[src/rtl/div_ctrl_if.sv]
// Divider-side bus of div_ctrl: operand/strobe toward the RV32M divider, results and ack back.
// Signal names follow the controller's view (_o driven by div_ctrl, _i driven by the divider).
interface div_ctrl_if;
  logic        div_stb_o;
  logic [31:0] div_divident_o;
  logic [31:0] div_divisor_o;
  logic        div_is_signed_o;
  logic [31:0] div_result_i;
  logic [31:0] div_rem_i;
  logic        div_ack_i;

  modport master (
    output div_stb_o, div_divident_o, div_divisor_o, div_is_signed_o,
    input  div_result_i, div_rem_i, div_ack_i
  );

  modport slave (
    input  div_stb_o, div_divident_o, div_divisor_o, div_is_signed_o,
    output div_result_i, div_rem_i, div_ack_i
  );
endinterface

[src/rtl/div_ctrl.sv]
// Sequencer for the RV32M divider: local divide-by-zero/overflow resolution,
// one-entry quotient/remainder cache, and the divider stb/ack handshake.
module div_ctrl #(
  parameter int ENABLE_CACHE     = 1,
  parameter int ENABLE_FAST_PATH = 1
) (
  input  logic         clk_i,
  input  logic         rst_ni,
  // Request handshake: stb_i is sampled only in IDLE; ack_o is a one-cycle
  // pulse with result_o valid in the same cycle; busy_o marks a divider run.
  input  logic         stb_i,
  input  logic [1:0]   op_i,
  input  logic [31:0]  rs1_i,
  input  logic [31:0]  rs2_i,
  output logic [31:0]  result_o,
  output logic         ack_o,
  output logic         busy_o,
  div_ctrl_if.master   div,
  output logic [1:0]   dbg_state_o
);

  typedef enum logic [1:0] {
    IDLE  = 2'd0,
    ISSUE = 2'd1,
    WAIT  = 2'd2,
    RESP  = 2'd3
  } state_e;

  localparam bit CACHE_EN = (ENABLE_CACHE != 0);
  localparam bit FAST_EN  = (ENABLE_FAST_PATH != 0);

  state_e      state_q, state_d;
  logic [31:0] a_q, a_d;
  logic [31:0] b_q, b_d;
  logic        signed_q, signed_d;
  logic        want_rem_q, want_rem_d;
  logic [31:0] result_q, result_d;
  logic        cache_valid_q, cache_valid_d;
  logic [31:0] key_a_q, key_a_d;
  logic [31:0] key_b_q, key_b_d;
  logic        key_signed_q, key_signed_d;
  logic [31:0] cquot_q, cquot_d;
  logic [31:0] crem_q, crem_d;

  logic req_signed;
  logic req_rem;
  logic is_div0;
  logic is_ovf;
  logic is_hit;

  assign req_signed = ~op_i[0];
  assign req_rem    = op_i[1];
  assign is_div0    = FAST_EN && (rs2_i == 32'd0);
  assign is_ovf     = FAST_EN && req_signed && (rs1_i == 32'h8000_0000) &&
                      (rs2_i == 32'hFFFF_FFFF);
  assign is_hit     = CACHE_EN && cache_valid_q && (rs1_i == key_a_q) &&
                      (rs2_i == key_b_q) && (req_signed == key_signed_q);

  always_comb begin
    state_d       = state_q;
    a_d           = a_q;
    b_d           = b_q;
    signed_d      = signed_q;
    want_rem_d    = want_rem_q;
    result_d      = result_q;
    cache_valid_d = cache_valid_q;
    key_a_d       = key_a_q;
    key_b_d       = key_b_q;
    key_signed_d  = key_signed_q;
    cquot_d       = cquot_q;
    crem_d        = crem_q;

    case (state_q)
      IDLE: begin
        if (stb_i) begin
          a_d        = rs1_i;
          b_d        = rs2_i;
          signed_d   = req_signed;
          want_rem_d = req_rem;
          if (is_div0) begin
            result_d = req_rem ? rs1_i : 32'hFFFF_FFFF;
            state_d  = RESP;
          end else if (is_ovf) begin
            result_d = req_rem ? 32'd0 : 32'h8000_0000;
            state_d  = RESP;
          end else if (is_hit) begin
            result_d = req_rem ? crem_q : cquot_q;
            state_d  = RESP;
          end else begin
            state_d  = ISSUE;
          end
        end
      end
      ISSUE: state_d = WAIT;
      WAIT: begin
        // Only a divider ack seen here is consumed; acks in other states are ignored.
        if (div.div_ack_i) begin
          key_a_d       = a_q;
          key_b_d       = b_q;
          key_signed_d  = signed_q;
          cquot_d       = div.div_result_i;
          crem_d        = div.div_rem_i;
          cache_valid_d = CACHE_EN;
          result_d      = want_rem_q ? div.div_rem_i : div.div_result_i;
          state_d       = RESP;
        end
      end
      RESP:    state_d = IDLE;
      default: state_d = IDLE;
    endcase
  end

  always_ff @(posedge clk_i) begin
    if (!rst_ni) begin
      state_q       <= IDLE;
      a_q           <= 32'd0;
      b_q           <= 32'd0;
      signed_q      <= 1'b0;
      want_rem_q    <= 1'b0;
      result_q      <= 32'd0;
      cache_valid_q <= 1'b0;
      key_a_q       <= 32'd0;
      key_b_q       <= 32'd0;
      key_signed_q  <= 1'b0;
      cquot_q       <= 32'd0;
      crem_q        <= 32'd0;
    end else begin
      state_q       <= state_d;
      a_q           <= a_d;
      b_q           <= b_d;
      signed_q      <= signed_d;
      want_rem_q    <= want_rem_d;
      result_q      <= result_d;
      cache_valid_q <= cache_valid_d;
      key_a_q       <= key_a_d;
      key_b_q       <= key_b_d;
      key_signed_q  <= key_signed_d;
      cquot_q       <= cquot_d;
      crem_q        <= crem_d;
    end
  end

  // Operands come straight from the capture registers so they stay stable
  // through WAIT; the divider re-reads them for its final sign correction.
  assign div.div_stb_o       = (state_q == ISSUE);
  assign div.div_divident_o  = a_q;
  assign div.div_divisor_o   = b_q;
  assign div.div_is_signed_o = signed_q;

  assign result_o    = result_q;
  assign ack_o       = (state_q == RESP);
  assign busy_o      = (state_q == ISSUE) || (state_q == WAIT);
  assign dbg_state_o = state_q;

endmodule
[src/flat_wrapper.sv]
// flat-port wrapper written by rule: the top's interface ports become plain ports
module div_ctrl_flat 
#(
  parameter int ENABLE_CACHE     = 1,
  parameter int ENABLE_FAST_PATH = 1
)
  (clk_i, rst_ni, stb_i, op_i, rs1_i, rs2_i, result_o, ack_o, busy_o, dbg_state_o, div_div_stb_o, div_div_divident_o, div_div_divisor_o, div_div_is_signed_o, div_div_result_i, div_div_rem_i, div_div_ack_i);
  div_ctrl_if div_i ();
  input  logic clk_i;
  input  logic rst_ni;
  input  logic stb_i;
  input  logic [1:0] op_i;
  input  logic [31:0] rs1_i;
  input  logic [31:0] rs2_i;
  output logic [31:0] result_o;
  output logic ack_o;
  output logic busy_o;
  output logic [1:0] dbg_state_o;
  output wire logic [$bits(div_i.div_stb_o)-1:0] div_div_stb_o;
  output wire logic [$bits(div_i.div_divident_o)-1:0] div_div_divident_o;
  output wire logic [$bits(div_i.div_divisor_o)-1:0] div_div_divisor_o;
  output wire logic [$bits(div_i.div_is_signed_o)-1:0] div_div_is_signed_o;
  input wire logic [$bits(div_i.div_result_i)-1:0] div_div_result_i;
  input wire logic [$bits(div_i.div_rem_i)-1:0] div_div_rem_i;
  input wire logic [$bits(div_i.div_ack_i)-1:0] div_div_ack_i;
  assign div_div_stb_o = div_i.div_stb_o;
  assign div_div_divident_o = div_i.div_divident_o;
  assign div_div_divisor_o = div_i.div_divisor_o;
  assign div_div_is_signed_o = div_i.div_is_signed_o;
  assign div_i.div_result_i = div_div_result_i;
  assign div_i.div_rem_i = div_div_rem_i;
  assign div_i.div_ack_i = div_div_ack_i;
  div_ctrl #(.ENABLE_CACHE(ENABLE_CACHE), .ENABLE_FAST_PATH(ENABLE_FAST_PATH)) u_core (.clk_i(clk_i), .rst_ni(rst_ni), .stb_i(stb_i), .op_i(op_i), .rs1_i(rs1_i), .rs2_i(rs2_i), .result_o(result_o), .ack_o(ack_o), .busy_o(busy_o), .div(div_i), .dbg_state_o(dbg_state_o));
endmodule
[config.mk]
export PLATFORM = sky130hd
export DESIGN_NAME = div_ctrl_flat
export DESIGN_NICKNAME = d
export VERILOG_FILES = /design/src/rtl/div_ctrl_if.sv /design/src/rtl/div_ctrl.sv /design/src/flat_wrapper.sv
export SDC_FILE = /design/constraint.sdc
export NUM_CORES = 1
export LEC_CHECK = 0
export CELL_PAD_IN_SITES_DETAIL_PLACEMENT = 2
export CELL_PAD_IN_SITES_GLOBAL_PLACEMENT = 2
export CORE_MARGIN = 3
export CORE_UTILIZATION = 29
export DETAILED_ROUTE_END_ITERATION = 16
export PLACE_DENSITY_LB_ADDON = 0.15
export SYNTH_ARGS = -nofsm -noshare
export SYNTH_HDL_FRONTEND = slang
export SYNTH_SLANG_ARGS = --single-unit
[constraint.sdc]
create_clock -name clk_i -period 3.4 [get_ports clk_i]
set_input_delay 0.34 -clock clk_i [delete_from_list [all_inputs] [get_ports clk_i]]
set_output_delay 0.34 -clock clk_i [all_outputs]
set_load 0.03 [all_outputs]
### After elaboration in Yosys (flattened, before gate mapping)

Index checks and enable logic that the tools add are counted.

* equal/unequal tests: 11
* multiplexer cells: 16
* bitwise logic cells: 1
* reductions and logical operators: 13

Operators by type and width (count)
* 32-bit two-way mux: 9
* 32-bit == test: 2
* 32-bit == test (second input constant): 2
* 32-bit case mux with 2 select lines: 1
* 32-bit logical NOT: 1
* 2-bit two-way mux: 5
* 2-bit case mux with 4 select lines: 1
* 2-bit AND reduction: 3
* 1-bit logical AND: 5
* 2-bit == test (second input constant): 2
* 2-bit != test (second input constant): 2
* 4-bit by 1-bit != test with 1-bit output (second input constant): 1
* 4-bit AND reduction: 1
* 2-bit by 1-bit == test with 1-bit output (second input constant): 1
* 2-bit logical NOT: 1
* 2-bit nonzero test: 1
* 1-bit == test: 1
* 1-bit logical OR: 1
* 1-bit NOT: 1

* register bits after elaboration: 230
* output and inout bits: 102

### Logic depth before layout (Yosys ltp)

* depth in word-level cells: 9
* mapped depth: 10
* gate-level depth less buffers: 8

### Worst setup path after synthesis

Ideal clock, no wire load.

* path kind: register to register
* from: reg u_core.state_q[0] (netlist: u_core.dbg_state_o[0])
* to: reg u_core.result_q[0] (netlist: u_core.result_o[0])
* setup time: 58 ps
* arrival: 2574 ps
* setup slack: 768 ps
* cell stages (with the launch flop): 11
* path buffers: 2
* cell sequence: dfxtp_1 inv_1 ha_1 buf_6 inv_1 a2bb2oi_1 o21ai_0 or4_4 a21oi_4 buf_6 a22o_2

* cells in the longest elaborated chain, start to end: 3

Ends and longest elaborated chain
* start, declared: line div_ctrl.sv:32 `state_e state_q, state_d;`
* start signal, assigned: line div_ctrl.sv:128 `state_q <= state_d;`
* 2-bit logical NOT or 2-bit == test (tied branches): line div_ctrl.sv:73 `case (state_q)`
* 4-bit by 1-bit != test with 1-bit output (no line), or another cell as far along
* 4-bit AND reduction (no line)
* end signal, assigned: line div_ctrl.sv:133 `result_q <= result_d;`
* end, declared: line div_ctrl.sv:37 `logic [31:0] result_q, result_d;`

Parallel ways exist; a longest one is shown, timed or not.
A chain may end at the register's enable or synchronous reset.

### Worst setup path in the final report

* from: in rs1_i[12]
* to: reg u_core.result_q[28] (netlist: u_core.result_o[28])

* cells in the longest elaborated chain, start to end: 7

Ends and longest elaborated chain
* start, declared: line flat_wrapper.sv:13 `input logic [31:0] rs1_i;`
* 32-bit == test: line div_ctrl.sv:54 `assign is_ovf = FAST_EN && req_signed && (rs1_i == 32'h8000_0000) &&`
* 1-bit logical AND (2 in a row): line div_ctrl.sv:54
* 32-bit two-way mux: line div_ctrl.sv:83 `end else if (is_ovf) begin`
* 32-bit two-way mux: line div_ctrl.sv:80 `if (is_div0) begin`
* 32-bit two-way mux: line div_ctrl.sv:75 `if (stb_i) begin`
* 32-bit case mux with 2 select lines: line div_ctrl.sv:73

Parallel ways exist; a longest one is shown, timed or not. The select of a mux whose other input is x is not followed.

==> PnR_summary.wiki <==
{| class="wikitable"
! Metric !! Value
|-
| Data required, critical path || 3.82 ns
|-
| Antenna violations before repair || 2
|-
| Most used cells in the layout excluding fill and tap cells || sky130_fd_sc_hd__nand2_1 (420), sky130_fd_sc_hd__clkdlybuf4s50_1 (234), sky130_fd_sc_hd__dfxtp_1 (229), sky130_fd_sc_hd__a21oi_1 (197), sky130_fd_sc_hd__buf_4 (56)
|-
| Maximum ir drop on the vdd rail || 422.6 uV
|-
| CP endpoint kind || register
|-
| Count of nets after finishing || 1,652
|-
| Setup WS post-layout || ~0.42 ns
|-
| Sum of net half-perimeters after detailed placement || about 33,000 um
|-
| Total wire length after detailed routing || about 45,000 um
|-
| Clock Tree Buf Depth || 3
|-
| Antenna viol nets, final || 0
|-
| Core region area || ~0.035 mm2
|-
| Share of async-settable or async-resettable flops after synthesis || 0%
|-
| Count of TritonRoute iterations in the first routing pass || 4
|-
| Max Transition Viols Final || 0
|-
| Clock tree from TritonCTS || built
|-
| Clock insertion delay at the later pin of the skew report || about 0.54 ns
|-
| Worst Setup Path Type || input port to register
|-
| Number of gates resized after cts || 0
|-
| Post-CTS setup-driven buffer insertion count || 0
|-
| Die area || between 0.03 and 0.04 mm2
|-
| Final Setup Violations || 0
|-
| Cells along the critical path || clkdlybuf4s50_1 > nor4_1 > nand3_1 > nor4_1 > buf_4 > a31oi_2 > buf_12 > o21ai_0 > o211ai_1 > a22o_2
|-
| Cell accounting for the most synthesized area || sky130_fd_sc_hd__dfxtp_1
|-
| Timing-limited maximum frequency || between 300 and 400 MHz
|-
| Synth Register Bits || 230
|-
| Wire length of the first global-routing pass || 69,120 um
|-
| Via count || 10,160
|-
| Synthesized instance count || around 1,300
|-
| Clock Skews || between 0.01 and 0.015 ns
|-
| IO buf count || 235
|-
| Storage element area || 0.004606 mm2
|-
| Die height || between 150 and 200 um
|-
| Post-layout min period || ~3.0 ns
|-
| Cell types with the largest area share after synthesis || sky130_fd_sc_hd__dfxtp_1 (45%), sky130_fd_sc_hd__nand2_1 (15%), sky130_fd_sc_hd__a21oi_1 (9.6%)
|-
| Worst-margin pin slew || 0.7684 ns
|-
| Slew Limit Headroom || approximately half
|-
| Total design power || between 8 and 9 mW
|-
| Post-synthesis average cell area || 8.008 um2
|-
| Synth warn || 0
|-
| PwrDens || 627.8 mW/mm2
|-
| Clock input transition at the sequential cells of the worst setup and hold paths || around 0.060 ns
|-
| Number of max-cap violations || 0
|-
| Largest net degree at the start of global routing || 97
|-
| Seq/Total Area, Yosys || between 40% and 50%
|-
| GRT Residual Overflow || 0
|-
| Critical Path Max Stage Delay || ~0.55 ns
|-
| Share of post-route cells with drive strength above 1 || around an eighth
|-
| Initial Utilization || 29.53%
|-
| Setup slack after placement || -0.1243 ns
|-
| Hold violation count in the final report || 0
|-
| Io pins || between 200 and 250
|-
| Layout filler cell count || about 3,800
|-
| Family of cells with the greatest summed delay on the critical path || simple AND/OR/NAND/NOR gates
|-
| Critical path launch point type || input port
|-
| Level count of the clock H-tree || 1
|-
| Library cell appearing most often on the critical path || sky130_fd_sc_hd__nor4_1
|-
| Outcome || completed
|-
| Distinct cell type count after synthesis || 53
|-
| EDFF count, synth || 0
|-
| Remaining routing DRC violations || 0
|-
| Total area of multi-input combinational cells || 0.005162 mm2
|-
| Horizontal extent of the die || just under 200 um
|-
| FP Rows || slightly below 70
|-
| Unrepaired setup endpoints after global routing || false
|-
| Number of global-route vias before repair || 11,050
|-
| Reported leakage power || 4.923 nW
|-
| CTS sink cnt || 230
|-
| Buffers and inverters on the worst path || 3
|-
| Share of Yosys cell area claimed by the top area cell type || a little under half
|-
| Final worst-path cycle share || 87.71%
|-
| Mean number of vias per cell || between 5 and 6
|-
| Class of the worst hold path || input port to register
|-
| WL/cell || about 23 um
|-
| Number of buffers added by the clock tree synthesis step || 27
|-
| Most used flip-flop cell after synthesis || sky130_fd_sc_hd__dfxtp_1
|-
| CP Data Arrival Time || between 3 and 4 ns
|-
| Area grow syn2layout || 39.46%
|-
| First-iteration detailed-routing DRC count || 419
|-
| Gr usage total || between 20% and 30%
|-
| Syn Std Cell Area || ~0.010 mm2
|-
| Root buffer cell || sky130_fd_sc_hd__clkbuf_16
|-
| Crit path max fanout || 19
|-
| Global placer's final weighted congestion || 0.8193
|-
| Post-synthesis net count || between 1,000 and 1,500
|-
| Leading cell type in the layout, fill and taps excluded || sky130_fd_sc_hd__nand2_1
|-
| Hold-fix buffer count after cts || 0
|-
| Master of the slowest instance on the critical path || sky130_fd_sc_hd__clkdlybuf4s50_1
|}
## routing by layer
layer | vias up | GRT usage, % | share of wire, %
met5 | - | 0 | 0
met1 | 5088 | 31.33 | 45
met2 | 202 | 40.00 | 49
li1 | 4825 | - | -
met3 | 46 | 3.145 | 4.1
met4 | 0 | 4.500 | 1.9
## flip-flops by register name (all words and copies together) (netlist names)
| signal | cells |
|---|---|
| u_core.cache_valid_q | 1 |
| u_core.cquot_q | 32 |
| u_core.crem_q | 32 |
| u_core.dbg_state_o | 2 |
| u_core.div.div_divident_o | 32 |
| u_core.div.div_divisor_o | 32 |
| u_core.div.div_is_signed_o | 1 |
| u_core.key_a_q | 32 |
| u_core.key_b_q | 32 |
| u_core.key_signed_q | 1 |
| u_core.result_o | 32 |
| u_core.want_rem_q | 1 |
## tightest hold or removal path: cells and delay by family
| kind | cells | cell delay, ns |
|---|---|---|
| AOI/OAI and AO/OA | 1 | 0.05 |
| buffers and inverters | 1 | 0.41 |
| and+or+nand+nor | 1 | 0.06 |
## synthesized netlist by cell type (2+ instances only)
| cell | n |
|---|---|
| sky130_fd_sc_hd__dfxtp_1 | 230 |
| sky130_fd_sc_hd__o21ai_0 | 34 |
| sky130_fd_sc_hd__ha_1 | 4 |
| sky130_fd_sc_hd__a22o_1 | 2 |
| sky130_fd_sc_hd__buf_4 | 2 |
| sky130_fd_sc_hd__a221oi_1 | 2 |
| sky130_fd_sc_hd__o22ai_1 | 4 |
| sky130_fd_sc_hd__nand4b_1 | 2 |
| sky130_fd_sc_hd__a21oi_1 | 197 |
| sky130_fd_sc_hd__clkbuf_1 | 80 |
| sky130_fd_sc_hd__nand4_1 | 18 |
| sky130_fd_sc_hd__buf_1 | 2 |
| sky130_fd_sc_hd__nand2_1 | 422 |
| sky130_fd_sc_hd__xor2_1 | 16 |
| sky130_fd_sc_hd__inv_1 | 16 |
| sky130_fd_sc_hd__nand2b_1 | 5 |
| sky130_fd_sc_hd__a2111o_1 | 2 |
| sky130_fd_sc_hd__and2_1 | 2 |
| sky130_fd_sc_hd__o211ai_1 | 30 |
| sky130_fd_sc_hd__nor4b_1 | 2 |
| sky130_fd_sc_hd__buf_6 | 7 |
| sky130_fd_sc_hd__xnor2_1 | 33 |
| sky130_fd_sc_hd__dlygate4sd1_1 | 2 |
| sky130_fd_sc_hd__a31oi_1 | 2 |
| sky130_fd_sc_hd__nor4_1 | 21 |
| sky130_fd_sc_hd__mux2_2 | 30 |
| sky130_fd_sc_hd__a22o_2 | 31 |
| sky130_fd_sc_hd__a21o_1 | 2 |
| sky130_fd_sc_hd__nor2_1 | 9 |
| sky130_fd_sc_hd__nor2b_1 | 7 |
| sky130_fd_sc_hd__nor3_1 | 5 |
| sky130_fd_sc_hd__mux2i_1 | 32 |
| sky130_fd_sc_hd__nand3_1 | 4 |
## path summary, 6_finish.rpt
kind	startpoint	to	slack [ns]	cells after the start
worst max-delay path	rs1_i[12]	u_core.result_o[28]	0.42	10
worst min-delay path	div_div_rem_i[4]	u_core.crem_q[4]	0.38	3
worst max register to register	u_core.dbg_state_o[0]	u_core.result_o[2]	0.50	10
worst min register to register	u_core.cquot_q[4]	u_core.cquot_q[4]	0.46	2
## layout make-up
class | instances | share of cell area, %
multi-input cells | 937 | 36.20
flip-flops and latches | 230 | 32.30
repair buffers | 302 | 20.95
clock buffers | 39 | 5.404
well taps | 455 | 3.992
clock inverters | 9 | 0.6668
inverters | 16 | 0.4562
diodes | 2 | 0.03509
## logic make-up after synthesis
logic type               synth area share, %
AO/OA/AOI/OAI                          18.66
AND/OR/NAND/NOR                        20.46
flip-flops                             45.03
XOR/XNOR                               4.197
buffers and inverters                  4.735
multiplexers                           6.436
adder cells (fa/ha/maj)               0.4894
## power by group
group / total, mW / internal (mW) / switching [mW]
registers: 3.24 / 2.98 / 0.260
clock network: 2.92 / 1.71 / 1.20
logic: 2.79 / 1.05 / 1.75
## metrics by stage
step | util, % | cells | setup TNS, ns | hold slack (ns) | cell area, um2
floorplan | - | 1277 | 0 | 0.4329 | 10230
global placement | 38.67 | 1940 | -0.09712 | 0.4414 | 13390
detailed placement | 38.67 | 1940 | -3.481 | 0.4503 | 13390
CTS | 41.17 | 1988 | 0 | 0.3692 | 14260
global route | 41.18 | 1990 | 0 | 0.4035 | 14260
finish | 41.18 | 1990 | 0 | 0.3822 | 14260
Note: power is estimated with default switching activity, not from simulation.
